`src/rtl/jlsemi_util_clkgate_ctrl_pkg.sv`:
```
// Shared types and helpers for the clock-gate controller and its per-domain FSMs.
package jlsemi_util_clkgate_ctrl_pkg;

  // Per-domain state encoding
  typedef enum logic [2:0] {
    ST_OFF  = 3'd0,
    ST_WAIT = 3'd1,
    ST_WAKE = 3'd2,
    ST_ON   = 3'd3,
    ST_IDLE = 3'd4
  } dom_state_e;

  // Bits needed to hold the values 0..max_val (never less than one bit)
  function automatic int cnt_width(input int max_val);
    return (max_val < 2) ? 1 : $clog2(max_val + 1);
  endfunction

  // Bits needed to index n items (never less than one bit)
  function automatic int idx_width(input int n);
    return (n < 2) ? 1 : $clog2(n);
  endfunction

endpackage

```
`src/rtl/jlsemi_util_clkgate_dom_fsm.sv`:
```
// Per-domain gating FSM: wake window timer, idle timer, registered enable/ack.
//
//  state | meaning
//  OFF   | clock gated, no activity
//  WAIT  | activity seen, waiting for the shared wake slot
//  WAKE  | clock enabled, settling for WAKE_CYC cycles (always completes)
//  ON    | clock running, ack given
//  IDLE  | clock running, counting idle cycles toward gate-off
module jlsemi_util_clkgate_dom_fsm
  import jlsemi_util_clkgate_ctrl_pkg::*;
#(
  parameter int WAKE_CYC = 4,
  parameter int IDLE_W   = 8
) (
  input  logic              clk_i,
  input  logic              rstn_i,
  input  logic              act_i,
  input  logic              gnt_i,
  input  logic [IDLE_W-1:0] thr_i,
  output logic              en_o,
  output logic              ack_o,
  output logic              is_wait_o,
  output logic              is_wake_o
);

  localparam int                WCNT_W    = cnt_width(WAKE_CYC);
  localparam logic [WCNT_W-1:0] WAKE_LAST = WCNT_W'(WAKE_CYC - 1);
  localparam logic [IDLE_W-1:0] IDLE_MAX  = '1;

  dom_state_e        state_q;
  logic [WCNT_W-1:0] wcnt_q;
  logic [IDLE_W-1:0] icnt_q;
  logic              en_q;
  logic              ack_q;
  logic              idle_expired;

  // Threshold is compared live, so a lowered threshold (cnt+1 >= thr) expires at once
  assign idle_expired = (thr_i != '0) &&
                        (({1'b0, icnt_q} + {{IDLE_W{1'b0}}, 1'b1}) >= {1'b0, thr_i});

  // State machine with registered enable/ack and both timers
  always_ff @(posedge clk_i or negedge rstn_i) begin
    if (!rstn_i) begin
      state_q <= ST_OFF;
      wcnt_q  <= '0;
      icnt_q  <= '0;
      en_q    <= 1'b0;
      ack_q   <= 1'b0;
    end else begin
      case (state_q)
        ST_OFF: begin
          if (act_i) state_q <= ST_WAIT;
        end
        ST_WAIT: begin
          if (gnt_i) begin
            state_q <= ST_WAKE;
            wcnt_q  <= '0;
            en_q    <= 1'b1;
          end else if (!act_i) begin
            state_q <= ST_OFF;
          end
        end
        ST_WAKE: begin
          if (wcnt_q == WAKE_LAST) begin
            state_q <= ST_ON;
            ack_q   <= 1'b1;
          end else begin
            wcnt_q <= wcnt_q + WCNT_W'(1);
          end
        end
        ST_ON: begin
          if (!act_i && (thr_i != '0)) begin
            state_q <= ST_IDLE;
            icnt_q  <= '0;
          end
        end
        ST_IDLE: begin
          if (act_i) begin
            state_q <= ST_ON;
          end else if (idle_expired) begin
            state_q <= ST_OFF;
            en_q    <= 1'b0;
            ack_q   <= 1'b0;
          end else if (icnt_q != IDLE_MAX) begin
            icnt_q <= icnt_q + IDLE_W'(1);
          end
        end
        default: begin
          state_q <= ST_OFF;
          en_q    <= 1'b0;
          ack_q   <= 1'b0;
        end
      endcase
    end
  end

  assign en_o      = en_q;
  assign ack_o     = ack_q;
  assign is_wait_o = (state_q == ST_WAIT);
  assign is_wake_o = (state_q == ST_WAKE);

endmodule

```
`src/rtl/jlsemi_util_clkgate_ctrl.sv`:
```
// Clock-gate controller: per-domain FSMs plus a round-robin single-slot wake scheduler.
module jlsemi_util_clkgate_ctrl
  import jlsemi_util_clkgate_ctrl_pkg::*;
#(
  parameter int NUM_DOM  = 4,
  parameter int WAKE_CYC = 4,
  parameter int IDLE_W   = 8
) (
  input  logic               clk_i,
  input  logic               rstn_i,
  input  logic [IDLE_W-1:0]  cfg_idle_thr_i,
  input  logic [NUM_DOM-1:0] cfg_force_on_i,
  input  logic [NUM_DOM-1:0] req_i,
  input  logic [NUM_DOM-1:0] busy_i,
  output logic [NUM_DOM-1:0] clk_en_o,
  output logic [NUM_DOM-1:0] ack_o,
  output logic               wake_busy_o
);

  localparam int PTR_W = idx_width(NUM_DOM);

  logic [NUM_DOM-1:0] act;
  logic [NUM_DOM-1:0] gnt;
  logic [NUM_DOM-1:0] is_wait;
  logic [NUM_DOM-1:0] is_wake;
  logic [PTR_W-1:0]   ptr_q;
  logic [PTR_W-1:0]   ptr_d;
  logic [PTR_W-1:0]   idx_l;
  logic               found;
  int                 idx;

  assign act         = req_i | busy_i | cfg_force_on_i;
  assign wake_busy_o = |is_wake;

  // Grant the first waiting domain at or after ptr, only while the wake slot is free
  always_comb begin
    gnt   = '0;
    ptr_d = ptr_q;
    found = 1'b0;
    idx   = 0;
    idx_l = '0;
    if (!(|is_wake)) begin
      for (int i = 0; i < NUM_DOM; i++) begin
        idx   = (int'(ptr_q) + i) % NUM_DOM;
        idx_l = PTR_W'(idx);
        if (!found && is_wait[idx_l]) begin
          found      = 1'b1;
          gnt[idx_l] = 1'b1;
          ptr_d      = PTR_W'((idx + 1) % NUM_DOM);
        end
      end
    end
  end

  // Round-robin pointer advances past each grantee
  always_ff @(posedge clk_i or negedge rstn_i) begin
    if (!rstn_i) begin
      ptr_q <= '0;
    end else if (|gnt) begin
      ptr_q <= ptr_d;
    end
  end

  for (genvar d = 0; d < NUM_DOM; d++) begin : g_dom
    jlsemi_util_clkgate_dom_fsm #(
      .WAKE_CYC (WAKE_CYC),
      .IDLE_W   (IDLE_W)
    ) u_fsm (
      .clk_i     (clk_i),
      .rstn_i    (rstn_i),
      .act_i     (act[d]),
      .gnt_i     (gnt[d]),
      .thr_i     (cfg_idle_thr_i),
      .en_o      (clk_en_o[d]),
      .ack_o     (ack_o[d]),
      .is_wait_o (is_wait[d]),
      .is_wake_o (is_wake[d])
    );
  end

endmodule

```
`config.mk`:
```
export PLATFORM = sky130hd
export DESIGN_NAME = jlsemi_util_clkgate_ctrl
export DESIGN_NICKNAME = d
export VERILOG_FILES = /design/src/rtl/jlsemi_util_clkgate_ctrl_pkg.sv /design/src/rtl/jlsemi_util_clkgate_dom_fsm.sv /design/src/rtl/jlsemi_util_clkgate_ctrl.sv
export SDC_FILE = /design/constraint.sdc
export NUM_CORES = 1
export LEC_CHECK = 0
export ABC_AREA = 1
export CELL_PAD_IN_SITES_DETAIL_PLACEMENT = 0
export CELL_PAD_IN_SITES_GLOBAL_PLACEMENT = 1
export CORE_ASPECT_RATIO = 0.6
export CORE_UTILIZATION = 45
export CTS_CLUSTER_DIAMETER = 200
export DETAILED_ROUTE_END_ITERATION = 8
export PLACE_DENSITY = 0.91
export SYNTH_ARGS = -nofsm -noshare
export SYNTH_HDL_FRONTEND = slang
export SYNTH_HIERARCHICAL = 1
export SYNTH_SLANG_ARGS = --single-unit
```
`constraint.sdc`:
```
create_clock -name clk_i -period 2.85 [get_ports clk_i]
set_clock_uncertainty 0.15 [all_clocks]
set_input_delay 0.7125 -clock clk_i [delete_from_list [all_inputs] [get_ports clk_i]]
set_output_delay 0.7125 -clock clk_i [all_outputs]
set_load 0.01 [all_outputs]
```
---- After elaboration in Yosys (flattened, before gate mapping) ----
Cells that the tools add are included.
operators by class
  reduce and logical (&&, ||, !) cells .... 67
  add/sub/neg operators ................... 18
  bitwise logic cells ..................... 14
  eq/ne operators ......................... 68
  muxes and demuxes ....................... 122
  $lt $le $gt $ge ......................... 12
operator list
  kind                   count
  $mux W8                16
  $mux W3                36
  $pmux W8 S2            4
  $pmux W3 S5            4
  $ne A2 B2 Y1 const B   24
  $reduce_and A5 Y1      8
  $add A8 B1 Y9 const B  4
  $eq A3 B2 Y1 const B   12
  $ge A9 B8 Y1           4
  $add A8 B1 Y8 const B  4
  $mux W4                8
  $ne A8 B8 Y1 const B   4
  $reduce_and A4 Y1      8
  $mux W1                30
  $ne A2 B1 Y1 const B   12
  $pmux W1 S3            8
  $pmux W3 S2            4
  $reduce_or A3 Y1       8
  $or A4 B4 Y4           5
  $reduce_bool A2 Y1     8
  $logic_and A1 B1 Y1    15
  $reduce_and A3 Y1      5
  $add A3 B1 Y3 const B  4
  $eq A3 B1 Y1 const B   4
  16 further kinds       62
storage, ports and cells
  output and inout bits ................... 9
  flip-flop bits (word level) ............. 66

---- Logic depth before layout (Yosys ltp) ----
  depth after elaboration ................. 19
  gate-level depth with buffers ........... 23
  mapped depth without buffers ............ 23

---- Hierarchy ----
Netlist, hierarchy kept.
by module, submodules not included
  module                                            sequential area each (sq um)  times used  cells an instance  area an instance (sq um)
  jlsemi_util_clkgate_dom_fsm (g_dom[0].u_fsm ...)  400.4                         3           174                1249.9
  jlsemi_util_clkgate_dom_fsm (g_dom[3].u_fsm)      400.4                         1           175                1244.9
  jlsemi_util_clkgate_ctrl                          50.0                          1           114                685.7

---- Worst setup path after synthesis ----
Ideal clock, no wire load.
  path kind ............................... reg2reg
  start ................................... register ptr_q[0]
  end ..................................... register g_dom[2].u_fsm.state_q[0]
  cell stages (with the launch flop) ...... 18
  data arrival time ....................... 2271 ps
  required time ........................... 2583 ps
  library setup time ...................... 117 ps
  slack ................................... 312 ps
  path through ............................ dfrtp_1 -> buf_6 -> inv_6 -> ha_1 -> inv_1 -> nand3_1 -> nand2_1 -> nand2_4 -> nor2_8 -> nand3_1 -> nand2_1 -> nand2_1 -> inv_1 -> nor2_1 -> a211oi_2 -> nand2_1 -> nand2_1 -> nand2_1
on the way
  cells in the longest elaborated chain, start to end .. 18
  elaborated cells on any way between the ends .. 58
  classes of those cells .................. add/sub (3); order compare (8); eq/ne (1); mux (32); bitwise (3); reduce/logical (11)
ends and longest elaborated chain
  item                                                                      line                               source
  start: declaration                                                        jlsemi_util_clkgate_ctrl.sv:26     logic [PTR_W-1:0] ptr_q;
  start signal: assignment                                                  jlsemi_util_clkgate_ctrl.sv:60     ptr_q <= ptr_d;
  parallel branches: the longest is 14 deep, another holds $lt A2 B3 Y1     --
  $mux W4 *                                                                 jlsemi_util_clkgate_ctrl.sv:46     if (!found && is_wait[idx_l]) begin
  $mux W4 *                                                                 jlsemi_util_clkgate_ctrl.sv:42     if (!(|is_wake)) begin
  net gnt[2]                                                                jlsemi_util_clkgate_ctrl.sv:23     logic [NUM_DOM-1:0] gnt;
  $ne A3 B3 Y1 (no source line) / $mux W3 (equally long branches)           --
  $reduce_and A5 Y1 (no source line) / $pmux W3 S5 (equally long branches)  --
  end signal: assignment                                                    jlsemi_util_clkgate_dom_fsm.sv:79  state_q <= ST_ON;
  end signal: assignment                                                    jlsemi_util_clkgate_dom_fsm.sv:81  state_q <= ST_OFF;
  end signal: assignment                                                    jlsemi_util_clkgate_dom_fsm.sv:89  state_q <= ST_OFF;
  end: declaration                                                          jlsemi_util_clkgate_dom_fsm.sv:30  dom_state_e state_q;
Mark *: on every way through the listed nets, which the timed path passes. The select of a mux whose other input is x is not followed.
A chain may end at the register's enable or synchronous reset.

---- Worst setup path after layout ----
  start ................................... register g_dom[1].u_fsm.state_q[1]
  end ..................................... output wake_busy_o
on the way
  cells in the longest elaborated chain, start to end .. 2
ends and longest elaborated chain
  item                      line                                source
  start: declaration        jlsemi_util_clkgate_dom_fsm.sv:30
  start signal: assignment  jlsemi_util_clkgate_dom_fsm.sv:44   state_q <= ST_OFF;
  start signal: assignment  jlsemi_util_clkgate_dom_fsm.sv:52   if (act_i) state_q <= ST_WAIT;
  start signal: assignment  jlsemi_util_clkgate_dom_fsm.sv:56   state_q <= ST_WAKE;
  $eq A3 B2 Y1              jlsemi_util_clkgate_dom_fsm.sv:100  assign is_wake_o = (state_q == ST_WAKE);
  net is_wake[1]            jlsemi_util_clkgate_ctrl.sv:25      logic [NUM_DOM-1:0] is_wake;
  $reduce_or A4 Y1          jlsemi_util_clkgate_ctrl.sv:33      assign wake_busy_o = |is_wake;
  end: declaration          jlsemi_util_clkgate_ctrl.sv:17      output logic wake_busy_o
The timed path passes the listed nets, and every way through them passes these cells.

==> results.md <==
* Synthesized instance count at 811
* EDFF count, synth at 0
* Simple-gate share of the synthesized area at 0.425
* Main flop type after synthesis: dfrtp_1
* LEAKAGE at 3.85 nW
* DP Worst Slack at -0.279 ns
* Clock Path Buffers at 2
* Initial antenna violation count at 0
* Clock latency on the worst-skew pair at around 0.34 ns
* Kind of end point of the critical path: output port
* Slew Limit Headroom at 0.645
* Setup violators final at 0
* Synthesized Nets at 885
* Yosys top cell area share at 0.291
* CP required at 1.99 ns
* Final nets at 965
* Synth area leaders: dfrtp_1, nand2_1, ha_1
* Largest net degree at the start of global routing at 45
* Drt via density at 5.08
* Final ANT Viol Nets at 0
* Combinational family with the most area after synthesis: simple AND/OR/NAND/NOR gates
* Flops & latches, synth at 66
* Post-Syn Area per Cell at approximately 7 µm²
* Max Cap Violations at 0
* RePlAce Congestion at 0.875
* Final min period at 2.74 ns
* # rows at 31
* Pwr/cell area at 809 nW/µm²
* Proportion of synthesized area in mux cells at 0
* Status: finished, final reports clean
* Final WL at 14,000 µm
* Area after DPL at roughly 6400 µm²
* Worst min path class: in2async
* Detailed-route DRC error count at 0
* Die W at 147 µm
* R2R setup slack at 0.16 ns
* Clk pin slew, worst setup/hold paths at roughly 0.060 ns
* Vias in the first global route at 4,947
* First-pass GRT wire length at about 23,000 µm
* Slew Limit Fails at 0
* Final period util at 0.960
* Per-cell routed wire length at 13.2 µm
* Post-synth cell types at 36
* # clock sinks at 66
* Number of diodes at 0
* CP Max Fanout at 4
* Synth Warn # at 6
* I/O Buffers at 30
* Core ar. at 12,200 µm²
* Pre-Repair DR Iteration Count at 5
* CTS tree: done
* Vias at around 5.4k
* Height of the die at ~90 µm
* Crit Reg-Reg Endpoint: g_dom[2].u_fsm/state_q[0]
* VDD IR max at 494 µV
* PnR worst setup slack at 0.115 ns
* Worst r2r path cells at 16
* FMAX at between 0.3 and 0.4 GHz
* Iter 0 DRT Violations at 276
* Finished Layout Cells at approximately 1.1k
* Total GRT Usage at 0.223
* Die footprint at 13,100 µm²
* Final Instance Area at 6950 µm²
* Root buf cell: clkbuf_16
* Top cells by count, synth: nand2_1, inv_1, nand3_1, dfrtp_1, nor2_1
* Area Overhead vs Synth at 22.4%
* H-tree levels at 3
* Most common cell in the synthesized netlist: nand2_1
* Adder-cell share of the synthesized area at 0.115
* DP HPWL at about 11,000 µm
* CTS buffer count at 9
* Critical path arrival at 1.87 ns
* Slew @ Worst Pin at 0.533 ns
* R2R Path Start: ptr_q[0]
* GRT overflow at 0
* Hold buffer count at CTS at 0
* Post-synth ARST share at 1.00
* Placed Cells at 1,033
* Starting Density at 0.466
* Synth Area in Compound Gates at 0.0581
* Startpoint Class: register
* Sequential area share after synthesis at 0.291
* Post-synth top area cell: dfrtp_1
* Layout cells sized above 1 at 0.180
* Crit path kind: reg2out
* XOR/XNOR Fraction of Synth Area at 0.0200
* Post-Syn Area at between 5000 and 6000 µm²
* Io pins at 31
* Hold Violations, Final at 0
==> worst max-delay path by stage <==
| stage | cells after the start | end | from |
|---|---|---|---|
| after floorplan | 17 | g_dom[2].u_fsm/state_q[0] | ptr_q[0] |
| after CTS | 5 | wake_busy_o | g_dom[1].u_fsm/state_q[1] |
| after global routing | 21 | g_dom[3].u_fsm/icnt_q[1] | g_dom[3].u_fsm/icnt_q[0] |
| final | 5 | wake_busy_o | g_dom[1].u_fsm/state_q[1] |
| after global placement | 17 | g_dom[2].u_fsm/icnt_q[6] | cfg_idle_thr_i[4] |
| after detailed placement | 17 | g_dom[1].u_fsm/icnt_q[0] | cfg_idle_thr_i[2] |
==> routing by layer <==
layer / track usage / vias to the layer above / routed length [µm]
met2: 0.367 / 126 / 6310
met4: 0.0525 / 0 / 102
met1: 0.303 / 2493 / 6930
met5: 0 / - / 0
li1: - / 2760 / -
met3: 0.0490 / 12 / 646
==> kinds of logic (layout without fill, tap and decap cells) <==
logic type	count (synthesis)	in the layout
XOR/XNOR	13	13
buffers and inverters	133	216
AO/OA/AOI/OAI	42	42
flip-flops	66	66
adder cells (fa/ha/maj)	52	52
AND/OR/NAND/NOR	505	507
==> sequential cells by signal, summed over array words and instances (netlist names) <==
name / count
g_dom.u_fsm/icnt_q: 32
ptr_q: 2
g_dom.u_fsm/en_o: 4
g_dom.u_fsm/state_q: 12
g_dom.u_fsm/ack_o: 4
g_dom.u_fsm/wcnt_q: 12
==> timing repair <==
item / in CTS / in global routing
gates resized for setup: 0 / 40
setup buffers: 0 / 10
endpoints found under the setup margin: 0 / 51
==> layout make-up <==
type,count,area [µm²]
tap,165,206
sequential,66,1650
inverter,132,510
fill,1146,5230
clock buffer,11,233
multi-input combinational,614,3670
clock inverter,5,78.8
timing repair buffer,68,601
==> cells in the final DEF, fill, tap and decap left out, drive strengths merged <==
cell             n
buf             39
nand4            8
inv            132
nand2          288
clkbuf          11
xor2            13
nor3            24
a21boi           1
a21oi           16
o211ai           1
nand3           95
bufinv           2
clkdlybuf4s50   26
o21ai           16
nor2            69
dlymetal6s2s     3
or3              4
and3             1
nand3b           8
a31oi            5
ha              52
a211oi           3
clkinv           3
nor4            10
dfrtp           66
==> per-stage QoR <==
step	total power [mW]	utilization	hold slack, ns	setup TNS [ns]
4_1_cts	5.50	0.551	0.217	0
6_report	5.62	0.571	0.198	0
5_1_grt	6.10	0.571	0.235	-0.0886
3_5_place_dp	4.28	0.525	0.316	-9.40
2_1_floorplan	3.50	-	0.267	0
3_3_place_gp	4.20	0.525	0.308	-6.40
==> power by group <==
group / total, mW / internal [mW] / switching (mW) / leakage [nW]
registers: 1.36 / 1.15 / 0.212 / 0.891
clock network: 1.19 / 0.765 / 0.429 / 0.153
logic: 3.07 / 1.14 / 1.92 / 2.80
total: 5.62 / 3.06 / 2.56 / 3.85
==> worst max-delay path, stage by stage, from the launching register on <==
cell and delay [ns]:
dfrtp_1 0.45, inv_1 0.14, nor3_4 0.26, nor4_4 0.09, inv_1 0.06, clkdlybuf4s50_1 0.53
No activity file was read; power rests on OpenSTA's default activity.
